[config.mk]
export PLATFORM = sky130hd
export DESIGN_NAME = lea_block_serializer_flat
export DESIGN_NICKNAME = d
export VERILOG_FILES = /design/src/rtl/lea_ser_pkg.sv /design/src/rtl/lea_block_serializer_if.sv /design/src/rtl/lea_lane_mux.sv /design/src/rtl/lea_block_serializer.sv /design/src/flat_wrapper.sv
export SDC_FILE = /design/constraint.sdc
export NUM_CORES = 1
export LEC_CHECK = 0
export ABC_AREA = 1
export CAP_MARGIN = 20
export CORE_ASPECT_RATIO = 1.75
export CORE_MARGIN = 4
export CORE_UTILIZATION = 54
export CTS_CLUSTER_DIAMETER = 60
export CTS_CLUSTER_SIZE = 28
export DETAILED_ROUTE_END_ITERATION = 7
export PLACE_DENSITY = 0.85
export SYNTH_ARGS = -nofsm -noshare
export SYNTH_HDL_FRONTEND = slang
export SYNTH_SLANG_ARGS = --single-unit
export TNS_END_PERCENT = 100
[constraint.sdc]
create_clock -name clk -period 3.8 [get_ports clk]
set_clock_uncertainty 0.2 [all_clocks]
set_input_delay 0.76 -clock clk [delete_from_list [all_inputs] [get_ports clk]]
set_output_delay 0.76 -clock clk [all_outputs]
set_load 0.03 [all_outputs]
[src/rtl/lea_ser_pkg.sv]
// Shared LEA serializer definitions: FSM state type, lane-count helper and the
// block/byte widths used across the LEA datapath blocks.
package lea_ser_pkg;

  localparam int LEA_BLOCK_W = 128;
  localparam int LEA_BYTE_W  = 8;

  typedef enum logic {
    IDLE  = 1'b0,
    SHIFT = 1'b1
  } ser_state_t;

  function automatic int lanes(input int din_w, input int lane_w);
    return din_w / lane_w;
  endfunction

endpackage

[src/rtl/lea_block_serializer_if.sv]
// Block-in / lane-out handshake bundle for lea_block_serializer.
// slave = serializer side, master = block producer plus lane consumer.
interface lea_block_serializer_if #(
  parameter int DIN_W  = lea_ser_pkg::LEA_BLOCK_W,
  parameter int LANE_W = lea_ser_pkg::LEA_BYTE_W
) ();
  import lea_ser_pkg::*;

  localparam int LANES = lanes(DIN_W, LANE_W);
  localparam int IDX_W = $clog2(LANES);

  logic [DIN_W-1:0]  Din;
  logic              din_valid;
  logic              din_ready;
  logic              msb_first;
  logic [LANE_W-1:0] Dout;
  logic              dout_valid;
  logic              dout_ready;
  logic              dout_last;
  logic [IDX_W-1:0]  dout_idx;

  modport slave (
    input  Din, din_valid, msb_first, dout_ready,
    output din_ready, Dout, dout_valid, dout_last, dout_idx
  );

  modport master (
    output Din, din_valid, msb_first, dout_ready,
    input  din_ready, Dout, dout_valid, dout_last, dout_idx
  );

endinterface

[src/rtl/lea_lane_mux.sv]
// Combinational lane selector: picks lane sel out of a DIN_W-bit word.
// An out-of-range sel (only possible when LANES is not a power of two) yields 0.
module lea_lane_mux
  import lea_ser_pkg::*;
#(
  parameter  int DIN_W  = LEA_BLOCK_W,
  parameter  int LANE_W = LEA_BYTE_W,
  localparam int LANES  = lanes(DIN_W, LANE_W),
  localparam int IDX_W  = $clog2(LANES)
) (
  input  logic [DIN_W-1:0]  din,
  input  logic [IDX_W-1:0]  sel,
  output logic [LANE_W-1:0] lane
);

  // one-hot compare per lane, OR-free priority-less select
  always_comb begin
    lane = '0;
    for (int k = 0; k < LANES; k++) begin
      if (sel == IDX_W'(k)) lane = din[k*LANE_W +: LANE_W];
    end
  end

endmodule

[src/rtl/lea_block_serializer.sv]
// LEA block serializer: accepts one DIN_W-bit block, emits LANES lanes of
// LANE_W bits, lane order chosen per block by msb_first.
// Optional macro LEA_SER_PIPE_EN: accept the next block on the last-beat edge
// (zero bubble); default build returns to IDLE for one cycle between blocks.
//
// state | meaning
// IDLE  | no block held; din_ready high once out of reset
// SHIFT | block held; presenting lane cnt, one lane per accepted beat
module lea_block_serializer
  import lea_ser_pkg::*;
#(
  parameter int DIN_W  = LEA_BLOCK_W,
  parameter int LANE_W = LEA_BYTE_W
) (
  input logic                   clk,
  input logic                   rst_n,
  lea_block_serializer_if.slave bus
);

  localparam int              LANES = lanes(DIN_W, LANE_W);
  localparam int              IDX_W = $clog2(LANES);
  localparam logic [IDX_W-1:0] LAST = IDX_W'(LANES - 1);

  ser_state_t        state_q, state_d;
  logic [IDX_W-1:0]  cnt_q;
  logic [DIN_W-1:0]  block_q;
  logic              msb_q;
  logic              rdy_en_q;   // keeps din_ready low until the first edge after reset release

  logic              load, cnt_inc, cnt_clr;
  logic              valid_c, last_c, ready_c, accept, beat;
  logic [IDX_W-1:0]  sel;
  logic [LANE_W-1:0] lane_c;

  // state register and post-reset ready enable
  always_ff @(posedge clk or negedge rst_n) begin
    if (!rst_n) begin
      state_q  <= IDLE;
      rdy_en_q <= 1'b0;
    end else begin
      state_q  <= state_d;
      rdy_en_q <= 1'b1;
    end
  end

  // block register, latched order and beat counter
  always_ff @(posedge clk or negedge rst_n) begin
    if (!rst_n) begin
      block_q <= '0;
      msb_q   <= 1'b0;
      cnt_q   <= '0;
    end else if (load) begin
      block_q <= bus.Din;
      msb_q   <= bus.msb_first;
      cnt_q   <= '0;
    end else if (cnt_clr) begin
      cnt_q   <= '0;
    end else if (cnt_inc) begin
      cnt_q   <= cnt_q + 1'b1;
    end
  end

  // handshake decode, next state and datapath controls
  always_comb begin
    state_d = state_q;
    load    = 1'b0;
    cnt_inc = 1'b0;
    cnt_clr = 1'b0;

    valid_c = (state_q == SHIFT);
    last_c  = valid_c && (cnt_q == LAST);
`ifdef LEA_SER_PIPE_EN
    // the only combinational dout_ready -> din_ready path: reload on the last beat
    ready_c = ((state_q == IDLE) && rdy_en_q) || (last_c && bus.dout_ready);
`else
    ready_c = (state_q == IDLE) && rdy_en_q;
`endif
    accept  = bus.din_valid && ready_c;
    beat    = valid_c && bus.dout_ready;

    case (state_q)
      IDLE: begin
        if (accept) begin
          state_d = SHIFT;
          load    = 1'b1;
        end
      end
      SHIFT: begin
        if (beat) begin
          if (cnt_q != LAST) begin
            cnt_inc = 1'b1;
          end else begin
`ifdef LEA_SER_PIPE_EN
            if (accept) begin
              load = 1'b1;
            end else begin
              state_d = IDLE;
              cnt_clr = 1'b1;
            end
`else
            state_d = IDLE;
            cnt_clr = 1'b1;
`endif
          end
        end
      end
      default: state_d = IDLE;
    endcase
  end

  // beat number maps to a physical lane according to the latched order
  assign sel = msb_q ? (LAST - cnt_q) : cnt_q;

  lea_lane_mux #(
    .DIN_W  (DIN_W),
    .LANE_W (LANE_W)
  ) u_mux (
    .din  (block_q),
    .sel  (sel),
    .lane (lane_c)
  );

  assign bus.Dout       = lane_c;
  assign bus.dout_valid = valid_c;
  assign bus.dout_last  = last_c;
  assign bus.dout_idx   = cnt_q;
  assign bus.din_ready  = ready_c;

endmodule
[src/flat_wrapper.sv]
// flat-port wrapper written by rule: the top's interface ports become plain ports
module lea_block_serializer_flat import lea_ser_pkg::*;
#(
  parameter int DIN_W  = LEA_BLOCK_W,
  parameter int LANE_W = LEA_BYTE_W
)
  (clk, rst_n, bus_Din, bus_din_valid, bus_msb_first, bus_dout_ready, bus_din_ready, bus_Dout, bus_dout_valid, bus_dout_last, bus_dout_idx);
  lea_block_serializer_if #(.DIN_W(DIN_W), .LANE_W(LANE_W)) bus_i ();
  input logic clk;
  input logic rst_n;
  input wire logic [$bits(bus_i.Din)-1:0] bus_Din;
  input wire logic [$bits(bus_i.din_valid)-1:0] bus_din_valid;
  input wire logic [$bits(bus_i.msb_first)-1:0] bus_msb_first;
  input wire logic [$bits(bus_i.dout_ready)-1:0] bus_dout_ready;
  output wire logic [$bits(bus_i.din_ready)-1:0] bus_din_ready;
  output wire logic [$bits(bus_i.Dout)-1:0] bus_Dout;
  output wire logic [$bits(bus_i.dout_valid)-1:0] bus_dout_valid;
  output wire logic [$bits(bus_i.dout_last)-1:0] bus_dout_last;
  output wire logic [$bits(bus_i.dout_idx)-1:0] bus_dout_idx;
  assign bus_i.Din = bus_Din;
  assign bus_i.din_valid = bus_din_valid;
  assign bus_i.msb_first = bus_msb_first;
  assign bus_i.dout_ready = bus_dout_ready;
  assign bus_din_ready = bus_i.din_ready;
  assign bus_Dout = bus_i.Dout;
  assign bus_dout_valid = bus_i.dout_valid;
  assign bus_dout_last = bus_i.dout_last;
  assign bus_dout_idx = bus_i.dout_idx;
  lea_block_serializer #(.DIN_W(DIN_W), .LANE_W(LANE_W)) u_core (.clk(clk), .rst_n(rst_n), .bus(bus_i));
endmodule
==> reports/qor_table.md <==
| Parameter | Value | Unit |
| --- | --- | --- |
| Worst IR Drop VDD | 0.000502 | V |
| Initial antenna violation count | 0 | - |
| Crit share post-route | 96.7 | % |
| Portion of synthesized cell area occupied by the leading cell type | 52.5 | % |
| Wire length per cell after detailed routing | 15.8 | µm |
| Share of post-route cells with drive strength above 1 | 9.60 | % |
| Number of cells in the design after placement | 1120 | - |
| Total vias in the final route | 6019 | - |
| Synthesized area | 6430 | µm² |
| Clock insertion delay at the later pin of the skew report | 0.41 | ns |
| Largest cells by area after synthesis | sky130_fd_sc_hd__dfrtp_1 52%, sky130_fd_sc_hd__nand2_1 28%, sky130_fd_sc_hd__nor2_1 2.4% | - |
| Iteration count of the initial detailed-routing pass | 6 | - |
| Synth warnings | 0 | - |
| Number of DRC violations after detailed routing | 0 | - |
| Cell at the root of the clock tree | sky130_fd_sc_hd__clkbuf_16 | - |
| Cell depth of the worst flop-to-flop path | 6 | - |
| Via count normalized by instance count | 5.21 | - |
| Max Fanout on Critical Path | 9 | - |
| Share of the core filled with cells | 74.7 | % |
| Fin cells | 1156 | - |
| Required time at the endpoint of the critical path | 2.84 | ns |
| Total negative setup slack | 0 | ns |
| Library cell with the largest summed area after synthesis | sky130_fd_sc_hd__dfrtp_1 | - |
| Clock Sink Count | 135 | - |
| Placement row count | 52 | - |
| Final hold vios | 0 | - |
| Top-level port count | 148 | - |
| Reg clk slew, reported paths | 0.06 | ns |
| Capture point of the critical path | bus_Dout[7] | - |
| Layout Area Growth over Synthesis | 35.2 | % |
| Net count after synthesis | 992 | - |
| Count of nets left with antenna violations after detail routing | 0 | - |
| Outcome | finished clean | - |
| Vias in the first global route | 6185 | - |
| Deepest clock path buffer count | 2 | - |
| Slew at the pin with the worst max-slew slack | 0.771 | ns |
| Startpoint class of the critical path | flip-flop | - |
| Worst slew margin relative to its limit | 48.6 | % |
| Critical path arrival | 2.71 | ns |
| Max frequency | 0.272 | GHz |
| Final estimated routing congestion in global placement | 0.853 | - |
| Post-synthesis register bit count | 135 | - |
| Capture point of the worst reg-to-reg path | u_core.block_q[65] | - |
| Die outline width | 90.5 | µm |
| Avg Inst Size Synth | 7.50 | µm² |
| Static Leak | 4.45 | nW |
| First-pass GRT wire length | 29.6 | mm |
| Total track usage | 27.2 | % |
| Final setup vio count | 0 | - |
| Pin count of the biggest net entering global routing | 84 | - |
| Htree depth | 4 | - |
| Hold slack | 0.178 | ns |
| Category of the critical setup timing path | flip-flop to primary output | - |
| Die extent in y | 152 | µm |
| Category of the worst setup path capture point | primary output | - |
| Total half-perimeter wirelength after legalization and detailed placement | 13.3 | mm |
| Fin crit period | 3.67 | ns |
| Detailed-route wire length | 18.2 | mm |
| Final slew viol count | 0 | - |
| Gr ovfl total | 0 | - |
| Antenna diode instance count | 0 | - |
| Number of buffers inserted during clock tree synthesis | 17 | - |
| Power per cell area | 882 | nW/µm² |
| # port buffers | 147 | - |
| Launch point of the critical path | u_core.msb_q | - |
| Clock tree from TritonCTS | done | - |
| Full die area | 13800 | µm² |
| Unrepaired setup endpoints after global routing | false | - |
| Classification of the worst-slack hold path | primary input to asynchronous set/reset pin | - |
| Synthesized instance count | 858 | - |
| Number of max-capacitance violations reported | 0 | - |
| Library cells used by synthesis | 30 | - |
| R2r startpoint | u_core.bus.dout_valid | - |
| Nets | 1143 | - |
| Sequential element share of the synthesized area | 52.5 | % |
| Number of design-rule violations left by the first detailed-router iteration | 350 | - |
| Core footprint | 11600 | µm² |
| Starting density of the core | 55.3 | % |
| Minimum setup slack among reg-to-reg paths | 1.85 | ns |
[state kept, by name, indices dropped and copies added, names as in the netlist]
name / flops
u_core.bus.dout_idx: 4
u_core.block_q: 128
u_core.msb_q: 1
u_core.bus.dout_valid: 1
u_core.rdy_en_q: 1
[Yosys cell counts, drive strengths merged]
library cell	instances
dfrtp	135
inv	44
clkbuf	21
o21ai	20
nand2	494
nand4	25
xor2	1
and3	3
ha	1
clkinv	3
conb	1
o211ai	1
or2	14
nor2	49
a21oi	1
nand3	30
nor3	3
buf	12
[cell type report]
cell class	instances	area, µm²
flip-flops and latches	135	3380
repair buffers	165	1610
clock buffers	23	478
well taps	135	169
fillers	843	2940
clock inverters	8	121
multi-input cells	643	2760
inverters	47	181
[layer usage]
metal / vias to the layer above / routed length, µm / share of wire (%) / global-route usage, %
met5: - / 0 / 0 / 0
met4: 0 / 970 / 5.3 / 14.5
met3: 66 / 814 / 4.5 / 4.74
met2: 223 / 9960 / 55 / 50.4
met1: 2795 / 6490 / 36 / 28.7
li1: 2935 / - / - / -
[worst max-delay path: stages, from the launching register on]
cell and delay (ns):
sky130_fd_sc_hd__dfrtp_2 0.46, sky130_fd_sc_hd__inv_4 0.12, sky130_fd_sc_hd__nand2_1 0.06, sky130_fd_sc_hd__nand2_1 0.13
sky130_fd_sc_hd__nor2_4 0.06, sky130_fd_sc_hd__buf_4 0.17, sky130_fd_sc_hd__inv_2 0.13, sky130_fd_sc_hd__nor2_8 0.06
sky130_fd_sc_hd__nand2_1 0.06, sky130_fd_sc_hd__nand4_1 0.10, sky130_fd_sc_hd__nand2_1 0.08, sky130_fd_sc_hd__nand4_1 0.08
sky130_fd_sc_hd__nor2_1 0.15, sky130_fd_sc_hd__nand4_1 0.15, sky130_fd_sc_hd__nand2_1 0.09, sky130_fd_sc_hd__nand2_1 0.05
sky130_fd_sc_hd__clkdlybuf4s15_1 0.34
[report_power, final]
| group | switching [mW] | leakage (nW) | total (mW) | internal (mW) |
|---|---|---|---|---|
| Combinational | 2.27 | 2.48 | 3.47 | 1.20 |
| Sequential | 0.432 | 1.68 | 2.53 | 2.10 |
| Clock | 0.593 | 0.293 | 1.67 | 1.08 |
[metrics by stage]
step	cell area, µm²	power, mW	worst slack, ns
3_3_place_gp	8060	5.94	0.0939
6_report	8700	7.67	0.126
4_1_cts	8710	7.70	0.0259
2_1_floorplan	6430	4.69	0.905
5_1_grt	8700	8.18	0.00945
3_5_place_dp	8060	6.01	0.0834
[cells by family after synthesis]
kind of cell	Yosys count	share of synthesized area, %
other	1	0.0583
XOR/XNOR	1	0.136
buffers and inverters	80	5.21
flip-flops	135	52.5
AO/OA/AOI/OAI	22	1.75
AND/OR/NAND/NOR	618	40.2
adder cells (fa/ha/maj)	1	0.194
[how the worst min path moves through the flow]
| stage | cells past startpoint | start | to |
|---|---|---|---|
| 6_report | 1 | rst_n | u_core.block_q[77] |
| 5_1_grt | 1 | rst_n | u_core.block_q[77] |
| 4_1_cts | 1 | rst_n | u_core.block_q[91] |
| 3_5_place_dp | 2 | u_core.block_q[113] | u_core.block_q[113] |
| 3_3_place_gp | 2 | u_core.block_q[115] | u_core.block_q[115] |
| 2_1_floorplan | 2 | u_core.block_q[115] | u_core.block_q[115] |
[cell usage in the layout, fill, tap and decap left out, types with 3 or more instances in the layout]
| cell | synthesis | layout |
|---|---|---|
| sky130_fd_sc_hd__nand2_2 | 4 | 5 |
| sky130_fd_sc_hd__buf_2 | 7 | 5 |
| sky130_fd_sc_hd__or2_0 | 3 | 3 |
| sky130_fd_sc_hd__inv_1 | 37 | 35 |
| sky130_fd_sc_hd__clkbuf_8 | 0 | 3 |
| sky130_fd_sc_hd__buf_12 | 0 | 3 |
| sky130_fd_sc_hd__inv_2 | 7 | 7 |
| sky130_fd_sc_hd__nand3_1 | 30 | 30 |
| sky130_fd_sc_hd__dfrtp_2 | 0 | 3 |
| sky130_fd_sc_hd__nand2_1 | 485 | 482 |
| sky130_fd_sc_hd__and3_1 | 3 | 3 |
| sky130_fd_sc_hd__o21ai_0 | 20 | 20 |
| sky130_fd_sc_hd__clkdlybuf4s50_1 | 0 | 138 |
| sky130_fd_sc_hd__dfrtp_1 | 135 | 132 |
| sky130_fd_sc_hd__clkinv_1 | 3 | 3 |
| sky130_fd_sc_hd__or2_1 | 3 | 3 |
| sky130_fd_sc_hd__buf_4 | 1 | 15 |
| sky130_fd_sc_hd__bufinv_16 | 0 | 3 |
| sky130_fd_sc_hd__nor2_1 | 42 | 37 |
| sky130_fd_sc_hd__nand2_4 | 5 | 7 |
| sky130_fd_sc_hd__nor2_2 | 1 | 5 |
| sky130_fd_sc_hd__clkbuf_1 | 21 | 3 |
| sky130_fd_sc_hd__nand4_1 | 25 | 25 |
| sky130_fd_sc_hd__or2_2 | 8 | 8 |
| sky130_fd_sc_hd__nor2_4 | 4 | 5 |
| sky130_fd_sc_hd__clkbuf_16 | 0 | 17 |
| sky130_fd_sc_hd__clkinv_2 | 0 | 3 |
[what timing repair did]
| item | CTS | global route |
|---|---|---|
| setup buffers | 4 | 1 |
| hold endpoints to repair | 0 | 0 |
| hold buffers | 0 | 0 |
| resized for setup | 24 | 21 |
| setup endpoints to repair | 8 | 8 |
| pin swaps | 1 | 6 |
No activity file was read; power rests on OpenSTA's default activity.
==> RTL change: new RTL, same settings <==
Change the package constant `LEA_BLOCK_W` from 128 to 64.
--- a/src/rtl/lea_ser_pkg.sv
+++ b/src/rtl/lea_ser_pkg.sv
@@ -2,7 +2,7 @@
 // block/byte widths used across the LEA datapath blocks.
 package lea_ser_pkg;
 
-  localparam int LEA_BLOCK_W = 128;
+  localparam int LEA_BLOCK_W = 64;
   localparam int LEA_BYTE_W  = 8;
 
   typedef enum logic {
Interface: changed (resized bus_Din and bus_dout_idx); port bits go from 148 to 83. The function was not compared with the original's and may differ.
==> RTL change against the unedited design <==
Synthesized area fell by 48%; fmax rose by 3.4%; sequential share of layout area rose by 1.5 points; count of clock-buffer cells in the layout fell by 11; setup slack improved by 0.12 ns; routed wire length fell by 55%; combinational power fell by 46%; final area fell by 50%; final cell count fell by 50%; worst hold slack improved by 0.10 ns; sequential cell count fell by 65; total power fell by 52%.
==> RTL change: results <==
set metrics [dict create \
    fin_area_um2 4335 \
    gp_congestion 0.8999 \
    first_pass_iters 4 \
    fin_nets 567 \
    synth_compound_area_frac 0.04959 \
    layout-drive-gt1-share 0.06012 \
    clkLatencyLatePin_ns 0.35 \
    largest_reg_flops 64 \
    multi_input_cells 309 \
    status "completed" \
    cts_resized 0 \
    root_buffer "clkbuf_8" \
    num-nonclk-inverters 20 \
    tightest_slew_ns 0.8531 \
    grt_first_pass_wirelength_mm 13.35 \
    swShare 0.4494 \
    hpwl_mm 5.936 \
    place_area_um2 4141 \
    path_delay_family "buffers and inverters" \
    p_seq_w 0.00131 \
    power.leakage_nw 2.137 \
    nonClockBufferCount 86 \
    multi_input_area_um2 1405 \
    clk_share 0.03579 \
    wl_per_cell_um 14.07 \
    postSynthAreaPerCell_um2 7.893 \
    layout.filler_cells 482 \
    post_synth_xor_area_fraction 0 \
    sh_seq_area 0.4040 \
    postRouteWirelength_mm 8.116 \
    synth_common_cells "215 x nand2_1, 70 x dfrtp_1, 32 x nand4_1" \
    clock_buffers 12 \
    post_cts_buffers 0 \
    max-vdd-ir-drop_mv 0.8159 \
    cp_slowest_stage_delay_ns 0.68 \
    synth_cell_types 21 \
    grt.total_usage 0.2388 \
]
## RTL change: worst paths after layout
kind	from	endpoint	slack (ns)	depth (start not counted)
worst max register to register	u_core.bus.dout_valid$_DFF_PN0_	u_core.block_q[26]$_DFFE_PN0P_	1.82	6
min in group asynchronous	rst_n	u_core.bus.dout_idx[0]$_DFFE_PN0P_	0.32	1
worst min-delay path	u_core.block_q[38]$_DFFE_PN0P_	u_core.block_q[38]$_DFFE_PN0P_	0.28	2
worst max-delay path	u_core.msb_q$_DFFE_PN0P_	bus_Dout[7]	0.25	8
max in group asynchronous	rst_n	u_core.block_q[63]$_DFFE_PN0P_	2.16	2
worst min register to register	u_core.block_q[38]$_DFFE_PN0P_	u_core.block_q[38]$_DFFE_PN0P_	0.28	2
## RTL change: layer usage
metal | track usage | vias to the layer above | share of wire
li1 | - | 1492 | -
met1 | 0.2830 | 1374 | 0.38
met2 | 0.3758 | 107 | 0.51
met3 | 0.06559 | 32 | 0.060
met4 | 0.1436 | 0 | 0.050
met5 | 0 | - | 0
